File: src/rtl/os_rr_burst_arbiter_pkg.sv
// Shared types and helpers for the output-stationary round-robin burst arbiter.
package os_arb_pkg;

  typedef enum logic [1:0] {
    IDLE,
    ARB,
    XFER,
    DONE
  } arb_state_e;

  localparam logic PH_ADD    = 1'b0;
  localparam logic PH_UNLOAD = 1'b1;

  // Words of accumulator memory owned by each core.
  function automatic int region_size(input int addr_w, input int num_cores);
    return (1 << addr_w) / num_cores;
  endfunction

endpackage

File: src/rtl/os_rr_burst_arbiter_if.sv
// Core request / memory port bundle between the arbiter (master) and the cores plus SRAM (slave).
interface os_rr_burst_arbiter_if #(
  parameter int NUM_CORES = 4,
  parameter int ADDR_W    = 6
) ();

  logic [NUM_CORES-1:0] req;
  logic [NUM_CORES-1:0] grant;
  logic [NUM_CORES-1:0] done;
  logic                 add_en;
  logic                 unload_en;
  logic                 mem_valid;
  logic                 mem_ready;
  logic                 mem_rw;
  logic [ADDR_W-1:0]    mem_addr;
  logic                 busy;

  modport master (
    input  req, mem_ready,
    output grant, add_en, unload_en, mem_valid, mem_rw, mem_addr, done, busy
  );

  modport slave (
    output req, mem_ready,
    input  grant, add_en, unload_en, mem_valid, mem_rw, mem_addr, done, busy
  );

endinterface

File: src/rtl/os_rr_burst_arbiter_picker.sv
// Combinational round-robin picker: first set request at or above ptr, wrapping.
module rr_priority_picker #(
  parameter  int N     = 4,
  localparam int IDX_W = $clog2(N)
) (
  input  logic [N-1:0]     req,
  input  logic [IDX_W-1:0] ptr,
  output logic [N-1:0]     pick,
  output logic [IDX_W-1:0] idx,
  output logic             any
);

  logic [IDX_W-1:0] cand;

  // N is a power of two, so ptr + k wraps around the core ring for free.
  always_comb begin
    pick = '0;
    idx  = '0;
    any  = 1'b0;
    cand = '0;
    for (int k = 0; k < N; k++) begin
      cand = ptr + IDX_W'(k);
      if (!any && req[cand]) begin
        any        = 1'b1;
        idx        = cand;
        pick[cand] = 1'b1;
      end
    end
  end

endmodule

File: src/rtl/os_rr_burst_arbiter.sv
// Round-robin burst arbiter: one fixed-length add or unload burst per grant,
// addresses confined to the winning core's private accumulator region.
module os_rr_burst_arbiter
  import os_arb_pkg::*;
#(
  parameter int NUM_CORES  = 4,
  parameter int ADDR_W     = 6,
  parameter int ADD_LEN    = 8,
  parameter int UNLOAD_LEN = 8
) (
  input logic                    clk,
  input logic                    reset_n,
  os_rr_burst_arbiter_if.master  bus
);

  localparam int REGION = region_size(ADDR_W, NUM_CORES);
  localparam int IDX_W  = $clog2(NUM_CORES);
  localparam int OFF_W  = $clog2(REGION);

  arb_state_e           state;
  logic [IDX_W-1:0]     ptr;
  logic [IDX_W-1:0]     core_idx;
  logic [NUM_CORES-1:0] phase;
  logic [OFF_W-1:0]     beat;
  logic [OFF_W-1:0]     last_beat;

  logic [NUM_CORES-1:0] pick_onehot;
  logic [IDX_W-1:0]     pick_idx;
  logic                 pick_any;

  rr_priority_picker #(.N(NUM_CORES)) u_picker (
    .req  (bus.req),
    .ptr  (ptr),
    .pick (pick_onehot),
    .idx  (pick_idx),
    .any  (pick_any)
  );

  // Address is {core, offset}: the offset counter wraps inside the region,
  // so a burst can never spill into a neighbour's words.
  always_ff @(posedge clk or negedge reset_n) begin
    if (!reset_n) begin
      state         <= IDLE;
      ptr           <= '0;
      core_idx      <= '0;
      phase         <= '0;
      beat          <= '0;
      last_beat     <= '0;
      bus.grant     <= '0;
      bus.add_en    <= 1'b0;
      bus.unload_en <= 1'b0;
      bus.mem_valid <= 1'b0;
      bus.mem_rw    <= 1'b0;
      bus.mem_addr  <= '0;
      bus.done      <= '0;
      bus.busy      <= 1'b0;
    end else begin
      case (state)
        IDLE: begin
          if (|bus.req) begin
            state    <= ARB;
            bus.busy <= 1'b1;
          end
        end

        ARB: begin
          if (pick_any) begin
            state         <= XFER;
            core_idx      <= pick_idx;
            bus.grant     <= pick_onehot;
            bus.add_en    <= (phase[pick_idx] == PH_ADD);
            bus.unload_en <= (phase[pick_idx] == PH_UNLOAD);
            bus.mem_rw    <= phase[pick_idx];
            bus.mem_valid <= 1'b1;
            bus.mem_addr  <= {pick_idx, {OFF_W{1'b0}}};
            beat          <= '0;
            last_beat     <= phase[pick_idx] ? OFF_W'(UNLOAD_LEN - 1) : OFF_W'(ADD_LEN - 1);
          end else begin
            state    <= IDLE;
            bus.busy <= 1'b0;
          end
        end

        XFER: begin
          if (bus.mem_valid && bus.mem_ready) begin
            if (beat == last_beat) begin
              state              <= DONE;
              bus.grant          <= '0;
              bus.mem_valid      <= 1'b0;
              bus.add_en         <= 1'b0;
              bus.unload_en      <= 1'b0;
              bus.done[core_idx] <= 1'b1;
            end else begin
              beat         <= beat + OFF_W'(1);
              bus.mem_addr <= {core_idx, beat + OFF_W'(1)};
            end
          end
        end

        DONE: begin
          state           <= IDLE;
          bus.done        <= '0;
          bus.busy        <= 1'b0;
          phase[core_idx] <= ~phase[core_idx];
          ptr             <= core_idx + IDX_W'(1);
        end

        default: state <= IDLE;
      endcase
    end
  end

endmodule

File: src/flat_wrapper.sv
// flat-port wrapper written by rule: the top's interface ports become plain ports
module os_rr_burst_arbiter_flat import os_arb_pkg::*;
#(
  parameter int NUM_CORES  = 4,
  parameter int ADDR_W     = 6,
  parameter int ADD_LEN    = 8,
  parameter int UNLOAD_LEN = 8
)
  (clk, reset_n, bus_req, bus_mem_ready, bus_grant, bus_add_en, bus_unload_en, bus_mem_valid, bus_mem_rw, bus_mem_addr, bus_done, bus_busy);
  os_rr_burst_arbiter_if #(.NUM_CORES(NUM_CORES), .ADDR_W(ADDR_W)) bus_i ();
  input logic clk;
  input logic reset_n;
  input wire logic [$bits(bus_i.req)-1:0] bus_req;
  input wire logic [$bits(bus_i.mem_ready)-1:0] bus_mem_ready;
  output wire logic [$bits(bus_i.grant)-1:0] bus_grant;
  output wire logic [$bits(bus_i.add_en)-1:0] bus_add_en;
  output wire logic [$bits(bus_i.unload_en)-1:0] bus_unload_en;
  output wire logic [$bits(bus_i.mem_valid)-1:0] bus_mem_valid;
  output wire logic [$bits(bus_i.mem_rw)-1:0] bus_mem_rw;
  output wire logic [$bits(bus_i.mem_addr)-1:0] bus_mem_addr;
  output wire logic [$bits(bus_i.done)-1:0] bus_done;
  output wire logic [$bits(bus_i.busy)-1:0] bus_busy;
  assign bus_i.req = bus_req;
  assign bus_i.mem_ready = bus_mem_ready;
  assign bus_grant = bus_i.grant;
  assign bus_add_en = bus_i.add_en;
  assign bus_unload_en = bus_i.unload_en;
  assign bus_mem_valid = bus_i.mem_valid;
  assign bus_mem_rw = bus_i.mem_rw;
  assign bus_mem_addr = bus_i.mem_addr;
  assign bus_done = bus_i.done;
  assign bus_busy = bus_i.busy;
  os_rr_burst_arbiter #(.NUM_CORES(NUM_CORES), .ADDR_W(ADDR_W), .ADD_LEN(ADD_LEN), .UNLOAD_LEN(UNLOAD_LEN)) u_core (.clk(clk), .reset_n(reset_n), .bus(bus_i));
endmodule
File: config.mk
export PLATFORM = sky130hd
export DESIGN_NAME = os_rr_burst_arbiter_flat
export DESIGN_NICKNAME = d
export VERILOG_FILES = /design/src/rtl/os_rr_burst_arbiter_pkg.sv /design/src/rtl/os_rr_burst_arbiter_if.sv /design/src/rtl/os_rr_burst_arbiter_picker.sv /design/src/rtl/os_rr_burst_arbiter.sv /design/src/flat_wrapper.sv
export SDC_FILE = /design/constraint.sdc
export NUM_CORES = 1
export LEC_CHECK = 0
export BUFFER_PORTS_ARGS = -buffer_cell sky130_fd_sc_hd__buf_2
export CELL_PAD_IN_SITES_DETAIL_PLACEMENT = 1
export CELL_PAD_IN_SITES_GLOBAL_PLACEMENT = 2
export CORE_UTILIZATION = 39
export CTS_CLUSTER_DIAMETER = 150
export DETAILED_ROUTE_END_ITERATION = 12
export PLACE_DENSITY = 0.86
export SETUP_SLACK_MARGIN = 0.2
export SYNTH_ARGS = -nofsm -noshare
export SYNTH_HDL_FRONTEND = slang
export SYNTH_SLANG_ARGS = --single-unit
File: constraint.sdc
create_clock -name clk -period 5.2 [get_ports clk]
set_clock_uncertainty 0.1 [all_clocks]
set_input_delay 0.26 -clock clk [delete_from_list [all_inputs] [get_ports clk]]
set_output_delay 0.26 -clock clk [all_outputs]
set_load 0.05 [all_outputs]
# After elaboration in Yosys (flattened, before gate mapping)
# Cells that the tools add are included.
# op_classes
n_addsub,5
n_lt_le_gt_ge,11
n_eq_ne,10
mux,66
bitwise_logic,6
reduce_logical,23
# op_table
operator,n
$mux 4,12
$pmux 4 s2,3
$mux 1,22
$lt 2x3->1 const B,6
$mux 6,3
$mux 2,8
$or 4x4->4,4
$bmux 1 s2,6
$pmux 6 s2,1
$demux 1 s2,5
$ge 2x1->1 const B,5
$logic_and 1x1->1,9
$reduce_and 3->1,3
$ne 2x1->1 const B,4
$pmux 2 s4,1
$reduce_and 4->1,2
$pmux 1 s2,3
$add 2x1->2 const B,2
$add 2x2->2 const B,2
$add 4x1->4 const B,1
$bwmux 4,1
$eq 2x2->1 const B,2
$eq 4x3->1,1
$ne 2x2->1 const B,2
other kinds (9),13
# totals
ff_bits,34
in_bits,7
out_inout_bits,19
wordCells,135

# Longest topological paths before layout
# depth
ltp_word,17
depth_mapped,11
depth_no_buf,8

# Modules after synthesis
# From an unflattened synthesis, not the netlist that was laid out.
# hier_totals
hier_cells,173
hier_area_um2,1780.5
# modules_own_cells
mod,n_inst,cells_per_inst,area_each_um2,seq_area_each_um2
os_rr_burst_arbiter,1,128,1361.3,750.7
rr_priority_picker,1,45,419.2,0.0

# Worst setup path after synthesis
# Ideal clock, no wire load.
# synth_timing
path_type,flip-flop to flip-flop
start,register u_core.ptr[0]
end,register u_core.bus.unload_en
setup_time_ps,67
t_arrival_ps,2590
t_required_ps,5033
slack_ps,2442
path_stages_with_launch,12
path_buffers,3
period_less_slack_ps,2758
cell_sequence,dfrtp_1 -> buf_6 -> buf_4 -> inv_1 -> ha_1 -> buf_12 -> inv_1 -> mux2i_2 -> nor2_2 -> mux2_4 -> nor4_2 -> a221o_1
# synth_between
elab_chain_len,16
elab_cells_between_ends,31
classes_between,add/sub: 3; eq/ne: 1; mux: 20; reduce/logical: 7
# synth_rtl
item,line_no,source
"start, declared",os_rr_burst_arbiter.sv:21,logic [IDX_W-1:0] ptr;
"start signal, assigned",os_rr_burst_arbiter.sv:105,ptr <= core_idx + IDX_W'(1);
branches (longest 16 deep; another with $add 2x1->2),-,
"end signal, assigned",os_rr_burst_arbiter.sv:72,bus.unload_en <= (phase[pick_idx] == PH_UNLOAD);
"end, declared",os_rr_burst_arbiter_if.sv:20,"output grant, add_en, unload_en, mem_valid, mem_rw, mem_addr, done, busy"
# Several ways; the timed one is not identified. The select of a mux whose other input is x is not followed.
# A chain may end at the register's enable or synchronous reset.

# Worst setup path in the final report
# layout_timing
start,register u_core.ptr[1]
end,register u_core.bus.unload_en
# Same word-level chain as after synthesis.

==> results.toml <==
[power_and_ir_drop]
clkPwrFrac_pct = 12.4
power.static_leakage_nw = 1.05
ir_drop_v = 0.000277
finalPower_w = 0.00156
switching_share_pct = 51.7
pwr_density_cell_nw_per_um2 = 686
p_sw_w = 0.000808
seqPwrFrac_pct = 27.4
p_int_w = 0.000754
pwr-share-comb_pct = 60.2

[grt]
grt_pass1_wl_um = 8420
grt_pass1_vias = 1711
grt_util_all_layers_pct = 20.0
grt_start_max_net_pins = 31
antenna_found_initial = 0
gr-total-overflow = 0

[floorplanning]
core_um2 = 4880
die_y_um = 74.4
rows = 25
die_width_um = 74.4
dieArea_um2 = 5540
pin_count = 26
initial_core_util_pct = 41.9

[timing]
finalSetupTns_ns = 0
slew_violations = 0
hold_viol = 0
finalCriticalPeriod_ns = 3.01
hold_ws_ns = 0.282
post-route-period-util_pct = 58.0
setup_viol = 0
worstMarginPinSlew_ns = 0.715
fmax_mhz = 332
rsz0062_at_grt = "no"
max_slew_margin_pct = 52.3

[critical_path]
max_stage_delay_ns = 0.60
path_cells = "inv_1, ha_1, inv_1, mux2i_2, nor2_2, mux2_4, nor4_2, a221o_1"
cp.arrival_ns = 3.13
critPathKind = "reg -> reg"
cp_slowest_cell = "dfrtp_1"
cp.required_ns = 5.32
cpMostUsedCell = "inv_1"
cp-start-kind = "register"
cp-end-kind = "register"
critPathMaxFanout = 11

[clocking]
cts_setup_buffers = 0
path_clk_slew_ns = 0.06
tritoncts = "built"
cts-htree-levels = 2
cts_sinks = 30
cts_max_path_buffers = 2
cts_made_buffers = 5
clockRootBuffer = "clkbuf_8"
cts_hold_buf = 1
cts.repair.resized = 0
clock_latency_ns = 0.28

[flow_run]
cap_violations = 0

[route]
num_vias = 1675
routed_wl_um = 4950
firstDrtPassIters = 4
post_drt_wl_per_cell_um = 16.1
post-route-drc-count = 0
drt_iter0_drc = 55
ant_nets = 0
via_per_inst = 5.46

[synthesis]
synth_warnings = 0
ys_seq_elements = 30
avgSynthCellArea_um2 = 9.43
ys.flop_type = "dfrtp_1"
synthArstFlopShare_pct = 100
syn-cell-area_um2 = 2050
syn_inst = 217
synth_nets = 237
yosysUniqueCellTypes = 53
synth-edff-count = 0
ys_seq_area_share_pct = 36.7

[cells_and_area]
area_delta_synth_final_pct = 11.3
final_nets = 259
multiInputGateArea_um2 = 1170
layout_commonest_cell = "dfrtp_1"
fill_cells = 588
drive_gt1_share_pct = 20.8
final-seq-area_um2 = 751
diodes = 0
final_cell_mix = "dfrtp_1, buf_2, nand2_1"

[worst_hold_path]
hp-class = "in -> reg"

[placed_design]
gp_congestion = 0.854
dp_hpwl_um = 3650
portBuffers = 25

[status]
status = "completed"
-- synth_stat cells, drive strengths merged, types with 2 or more instances --
cell / count / area [um^2]
clkbuf: 5 / 22.5
o221ai: 2 / 17.5
a31oi: 6 / 37.5
ha: 13 / 163
a221o: 3 / 30.0
inv: 10 / 37.5
a22o: 4 / 36.3
nand2b: 5 / 31.3
nand2: 22 / 82.6
nor3: 8 / 40.0
mux2: 5 / 67.6
a21oi: 17 / 88.8
dfrtp: 30 / 751
mux2i: 8 / 87.6
nand4b: 2 / 17.5
and2: 3 / 18.8
o21ai: 9 / 45.0
nand3: 9 / 45.0
nor4: 2 / 25.0
nor2: 22 / 85.1
buf: 7 / 65.1
mux4: 3 / 67.6
-- cells by family after synthesis --
logic type	after synthesis	share of synthesized area, %
AOI/OAI and AO/OA	54	18.0
xor gates and xnor gates	2	0.856
adders and majority gates	14	8.44
buffers and inverters	22	6.12
DFF	30	36.7
muxes	16	10.9
and+or+nand+nor	79	19.0
-- per-stage QoR --
step | area [um^2] | cells | util [%] | setup slack [ns]
after floorplan | 2050 | 217 | - | 2.44
after global placement | 2170 | 298 | 44.6 | 2.37
after detailed placement | 2170 | 298 | 44.6 | 2.26
after CTS | 2280 | 307 | 46.6 | 2.21
after global routing | 2280 | 307 | 46.6 | 1.97
final | 2280 | 307 | 46.6 | 2.19
-- power groups by stage --
stage	sequential, W	combinational (W)	clock (W)
4_1_cts	0.000428	0.000947	0.000200
5_1_grt	0.000445	0.00104	0.000207
3_5_place_dp	0.000432	0.000938	0
2_1_floorplan	0.000602	0.000595	0
6_report	0.000428	0.000940	0.000194
3_3_place_gp	0.000428	0.000932	0
-- routing by layer --
layer	vias to the layer above	GRT usage, %	wire length [um]
li1	832	-	-
met5	-	0	0
met2	25	31.7	2300
met4	0	6.50	42
met1	814	27.6	2440
met3	4	3.79	163
-- critical path: cells and delay by family, from the launching register on --
kind,cells,cell delay [ns]
mux,2,0.78
flops,1,0.60
buf+inv,2,0.45
fa+ha+maj,1,0.45
simple gates,2,0.41
compound gates,1,0.16
-- registers in the layout, summed over array words and instances, names as in the netlist, named ones only --
| name | count |
|---|---|
| u_core.bus.grant | 4 |
| u_core.bus.done | 4 |
| u_core.bus.busy | 1 |
| u_core.ptr | 2 |
| u_core.beat | 3 |
| u_core.core_idx | 2 |
| u_core.last_beat | 1 |
| u_core.state | 1 |
| u_core.bus.add_en | 1 |
| u_core.bus.mem_addr | 3 |
| u_core.phase | 4 |
| u_core.bus.unload_en | 1 |
| u_core.bus.mem_valid | 1 |
| u_core.bus.mem_rw | 1 |
-- final cells by class --
cell class	count	share of cell area (%)
multi-input combinational	165	51.4
sequential	30	33.0
timing repair buffer	27	6.27
clock buffer	7	3.79
tap	67	3.68
inverter	10	1.65
clock inverter	1	0.220
-- final timing paths --
path,startpoint,endpoint,slack (ns),depth (start not counted)
setup / recovery,u_core.ptr[1],u_core.bus.unload_en,2.19,8
hold / removal,bus_mem_ready,u_core.beat[1],0.28,5
setup reg to reg,u_core.ptr[1],u_core.bus.unload_en,2.19,8
hold reg to reg,u_core.bus.done[0],u_core.bus.done[0],0.39,2
max in group asynchronous,reset_n,u_core.core_idx[0],4.06,2
min in group asynchronous,reset_n,u_core.bus.grant[3],0.48,2
(Power assumes the default switching activity.)
